$ cat src/rtl/bp_pht_update_sched.sv
// bp_pht_update_sched: single write-port scheduler for a 2-bit counter PHT.
// Reset sweep to INIT_STATE, then FIFO-queued read-modify-write updates.
// Optional macro BP_UPD_DROP_CNT_EN builds the saturating drop counter.
module bp_pht_update_sched #(
    parameter int         PHT_DEPTH  = 7,
    parameter int         FIFO_DEPTH = 4,
    parameter logic [1:0] INIT_STATE = 2'b01
) (
    input  logic                 clk,
    input  logic                 rst,
    input  logic                 upd_valid,
    input  logic [PHT_DEPTH-1:0] upd_index,
    input  logic                 upd_taken,
    output logic                 upd_ready,
    output logic [PHT_DEPTH-1:0] pht_raddr,
    input  logic [1:0]           pht_rdata,
    output logic                 pht_we,
    output logic [PHT_DEPTH-1:0] pht_waddr,
    output logic [1:0]           pht_wdata,
    output logic                 init_busy,
    output logic [15:0]          drop_cnt
);

    localparam int AW = $clog2(FIFO_DEPTH);
    localparam logic [0:0] S_INIT = 1'b0;
    localparam logic [0:0] S_RUN  = 1'b1;
    localparam logic [PHT_DEPTH-1:0] LAST = {PHT_DEPTH{1'b1}};
    localparam logic [AW:0] FULL = {1'b1, {AW{1'b0}}};

    logic [0:0]           state;
    logic [PHT_DEPTH-1:0] sweep_ptr;
    logic [PHT_DEPTH-1:0] fifo_idx [FIFO_DEPTH];
    logic [FIFO_DEPTH-1:0] fifo_tk;
    logic [AW-1:0]        wr_ptr;
    logic [AW-1:0]        rd_ptr;
    logic [AW:0]          count;
    logic [PHT_DEPTH-1:0] last_raddr;
    logic [PHT_DEPTH-1:0] head_idx;
    logic                 head_tk;
    logic                 in_init;
    logic                 not_empty;
    logic                 push;
    logic                 pop;
    logic [1:0]           sat_data;

    assign head_idx  = fifo_idx[rd_ptr];
    assign head_tk   = fifo_tk[rd_ptr];
    assign in_init   = (state == S_INIT);
    assign not_empty = (count != '0);
    assign upd_ready = (count != FULL);
    assign push      = upd_valid && upd_ready;
    assign pop       = !rst && !in_init && not_empty;

    assign init_busy = in_init || rst;
    assign pht_raddr = not_empty ? head_idx : last_raddr;
    assign pht_we    = !rst && (in_init || not_empty);
    assign pht_waddr = in_init ? sweep_ptr : head_idx;
    assign pht_wdata = in_init ? INIT_STATE : sat_data;

    // saturating +1 / -1 of the counter read at the head index
    always_comb begin
        sat_data = pht_rdata;
        if (head_tk) begin
            if (pht_rdata != 2'b11) sat_data = pht_rdata + 2'd1;
        end else begin
            if (pht_rdata != 2'b00) sat_data = pht_rdata - 2'd1;
        end
    end

    // sweep FSM: walk every PHT entry once, then hand the port to the queue
    always_ff @(posedge clk) begin
        if (rst) begin
            state     <= S_INIT;
            sweep_ptr <= '0;
        end else if (in_init) begin
            sweep_ptr <= sweep_ptr + PHT_DEPTH'(1);
            if (sweep_ptr == LAST) state <= S_RUN;
        end
    end

    // queue pointers and occupancy; reset discards anything pending
    always_ff @(posedge clk) begin
        if (rst) begin
            wr_ptr     <= '0;
            rd_ptr     <= '0;
            count      <= '0;
            last_raddr <= '0;
        end else begin
            if (push) wr_ptr <= wr_ptr + AW'(1);
            if (pop) begin
                rd_ptr     <= rd_ptr + AW'(1);
                last_raddr <= head_idx;
            end
            count <= count + {{AW{1'b0}}, push} - {{AW{1'b0}}, pop};
        end
    end

    // queue payload storage, written at the tail
    always_ff @(posedge clk) begin
        if (push && !rst) begin
            fifo_idx[wr_ptr] <= upd_index;
            fifo_tk[wr_ptr]  <= upd_taken;
        end
    end

`ifdef BP_UPD_DROP_CNT_EN
    logic [15:0] drop_q;

    // saturating count of pushes refused by a full queue
    always_ff @(posedge clk) begin
        if (rst) begin
            drop_q <= '0;
        end else if (upd_valid && !upd_ready && drop_q != 16'hFFFF) begin
            drop_q <= drop_q + 16'd1;
        end
    end

    assign drop_cnt = drop_q;
`else
    assign drop_cnt = 16'd0;
`endif

endmodule

$ cat config.mk
export PLATFORM = sky130hd
export DESIGN_NAME = bp_pht_update_sched
export DESIGN_NICKNAME = d
export VERILOG_FILES = /design/src/rtl/bp_pht_update_sched.sv
export SDC_FILE = /design/constraint.sdc
export NUM_CORES = 1
export LEC_CHECK = 0
export ABC_AREA = 1
export ABC_CLOCK_PERIOD_IN_PS = 3700
export BUFFER_PORTS_ARGS = -buffer_cell sky130_fd_sc_hd__buf_2
export CORE_MARGIN = 4
export CORE_UTILIZATION = 45
export CTS_CLUSTER_SIZE = 16
export DETAILED_ROUTE_END_ITERATION = 8
export HOLD_SLACK_MARGIN = 0.12
export PLACE_DENSITY = 0.69
export SYNTH_ARGS = -nofsm -noshare
export SYNTH_HDL_FRONTEND = slang
export SYNTH_SLANG_ARGS = --single-unit
$ cat constraint.sdc
create_clock -name clk -period 3.7 [get_ports clk]
set_input_delay 0.555 -clock clk [delete_from_list [all_inputs] [get_ports clk]]
set_output_delay 0.555 -clock clk [all_outputs]
set_load 0.1 [all_outputs]
==> run_results.csv <==
group,metric,value,unit
detailed_routing,finalWirelength,4720,um
grt,grt_pass1_wl,7830,um
critical_path,r2r-end,"count[2]",
sta,relSlewSlack,0.482,
detailed_routing,firstDrtPassIters,4,
die,fp.dieH,85.9,um
clock_tree,cts_sinks,56,
finish,fin_util,0.492,
detailed_routing,drc,0,
hold_path,hold_class,"input pin to register",
critical_path,cp-start-kind,"register",
critical_path,endpoint_kind,"primary output",
sta,fin_crit,2.48,ns
job,maxCapViolations,0,
finish,drive_gt1_frac,0.191,
clock_tree,htree_levels,2,
clock_tree,hold_buffers,0,
sta,finalMaxSlewViolations,0,
die,num_rows,28,
clock_tree,cts_buffers,5,
power,power_leakage,1.23,nW
place,port_buffers,31,
detailed_routing,vias,1878,
critical_path,critPathKind,"register to primary output",
grt,grt_busiest_layer,"met2",
detailed_routing,ant_nets,0,
sta,finalSetupTns,0,ns
die,ioPinCount,48,
detailed_routing,initialDrtViolationCount,75,
sta,hold_violations,0,
synth,syn-cell-area,0.00273,mm2
grt,use_met2,0.229,
clock_tree,cts-root-buf,"clkbuf_8",
critical_path,reg2reg_slack,1.54,ns
synth,yosys_register_bits,56,
sta,setup_viol,0,
outcome,status,"completed",
finish,n_antenna_cell,0,
critical_path,worstReg2RegStart,"state",
synth,yosysSeqAreaShare,0.527,
finish,syn2layout_area_growth,6.54,%
place,place_area,0.00283,mm2
clock_tree,post_cts_buffers,0,
sta,finalCritPeriodShare,0.670,
die,start_util,0.462,
die,die-width,85.9,um
clock_tree,cts_tree,"built",
synth,postSynthCellCount,295,
synth,yosysUniqueCellTypes,29,
die,core,0.00592,mm2
sta,rsz0062_at_grt,"false",
power,peakVddDrop,0.250,mV
clock_tree,path_clk_slew,0.09,ns
synth,syn_area_per_cell,9.27,um2
hold_path,whs_path_depth,1,
clock_tree,cts_buffer_depth,2,
grt,grt_start_max_net_pins,19,
place,post-place-cells,391,
place,gp_congestion,0.791,
clock_tree,clkLatencyLatePin,0.30,ns
critical_path,cp-endpoint,"pht_waddr[1]",
grt,antenna_found_initial,0,
place,dp_slack,1.42,ns
synth,ys_warn_count,0,
grt,met1_usage,0.167,
power,power.density,481,mW/mm2
finish,nNetsFinal,344,
grt,track_usage,0.135,
grt,overflow,0,
die,die_area,0.00739,mm2
critical_path,ff2ff_path_depth,12,
finish,fill_cells,582,
detailed_routing,viasPerCell,4.71,
finish,final_cell_area,0.00291,mm2
grt,grt_use_met3,0.0375,
sta,setup_ws,1.22,ns
clock_tree,cts_resized,0,
critical_path,critical_path_peak_fanout,15,
grt,grt_pass1_vias,1718,
sta,fmax,403,MHz
sta,fin_skew,0.00763,ns
detailed_routing,wl_per_cell,11.8,um
sta,tightest_slew,0.774,ns
place,hpwl,3650,um
critical_path,cp.arrival,1.93,ns
finish,fin_cells,399,
critical_path,cp.required,3.14,ns
[flip-flops by register name (all words and copies together) (netlist names), named ones only]
| signal | flops |
|---|---|
| wr_ptr | 2 |
| state | 1 |
| rd_ptr | 2 |
| fifo_tk | 4 |
| count | 3 |
| last_raddr | 7 |
| sweep_ptr | 7 |
| fifo_idx | 28 |
[report_power, final]
group	switching [mW]	internal, mW	total, mW
sequential	0.0175	0.683	0.701
combinational	0.329	0.0607	0.390
clock	0.179	0.133	0.312
total	0.525	0.877	1.40
[area by class of cell]
cell class,instances,area (um2),area share
inverter,27,106,0.0365
multi-input combinational,202,1030,0.354
clock buffer,6,72.6,0.0249
clock inverter,2,12.5,0.00430
sequential,56,1440,0.495
tap,75,93.8,0.0322
timing repair buffer,31,155,0.0533
[worst max-delay path: stages (launching register included)]
cell     delay (ns)
dfxtp_1        0.47
inv_2          0.26
nand2_1        0.07
nand3_1        0.07
nand2_1        0.11
o21ai_1        0.18
buf_2          0.46
[cells in the final DEF (no fill, tap or decap)]
cell | Yosys | final
nand2_1 | 70 | 70
edfxtp_1 | 32 | 32
nand3_1 | 31 | 31
buf_2 | 1 | 31
nor2_1 | 28 | 28
dfxtp_1 | 24 | 24
inv_1 | 23 | 23
conb_1 | 1 | 16
o21ai_2 | 11 | 11
o21ai_1 | 9 | 9
ha_1 | 7 | 7
a21oi_1 | 6 | 6
o21ai_0 | 6 | 6
clkbuf_8 | 0 | 5
nand2_2 | 4 | 4
inv_2 | 3 | 3
nor3_1 | 3 | 3
nand2_4 | 2 | 2
nand4_1 | 2 | 2
nor2_4 | 1 | 1
inv_6 | 1 | 1
nor2_8 | 1 | 1
or2_2 | 1 | 1
a21boi_2 | 1 | 1
o21bai_1 | 1 | 1
nand3b_1 | 1 | 1
fa_1 | 1 | 1
clkbuf_1 | 0 | 1
clkinv_4 | 0 | 1
clkinv_1 | 0 | 1
[layer usage]
metal | share of wire | vias to the layer above
met4 | 0.011 | 0
met3 | 0.065 | 5
met2 | 0.47 | 49
met1 | 0.45 | 831
li1 | - | 993
met5 | 0 | -
[cell usage after synthesis, drive strengths merged]
cell | count | share of area
nand3 | 31 | 0.057
nor3 | 3 | 0.0055
a21boi | 1 | 0.0041
nand2 | 76 | 0.11
nand3b | 1 | 0.0027
buf | 25 | 0.077
nand4 | 2 | 0.0046
o21ai | 26 | 0.063
dfxtp | 24 | 0.18
nor2 | 30 | 0.050
a21oi | 6 | 0.011
conb | 1 | 0.0014
edfxtp | 32 | 0.35
fa | 1 | 0.0073
inv | 27 | 0.039
or2 | 1 | 0.0023
o21bai | 1 | 0.0027
ha | 7 | 0.032
[how the worst min path moves through the flow]
stage	to	slack [ns]	start
global route	fifo_idx[0][4]	0.45	upd_index[4]
global placement	last_raddr[0]	0.46	last_raddr[0]
floorplan	last_raddr[0]	0.45	last_raddr[0]
finish	fifo_tk[2]	0.47	upd_taken
CTS	fifo_tk[2]	0.46	upd_taken
detailed placement	last_raddr[0]	0.47	last_raddr[0]
[per-stage QoR]
step / total power, mW / hold slack, ns
floorplan: 1.07 / 0.450
global placement: 1.11 / 0.464
detailed placement: 1.11 / 0.470
CTS: 1.42 / 0.462
global route: 1.47 / 0.451
finish: 1.40 / 0.468
[logic make-up (layout without fill, tap and decap cells)]
| family | count (synthesis) | in the layout | share of synthesized area |
|---|---|---|---|
| buf+inv | 52 | 66 | 0.116 |
| flops | 56 | 56 | 0.527 |
| compound gates | 34 | 34 | 0.0805 |
| other cells | 1 | 16 | 0.00137 |
| simple gates | 144 | 144 | 0.235 |
| fa+ha+maj | 8 | 8 | 0.0394 |
Note: power is estimated with default switching activity, not from simulation.
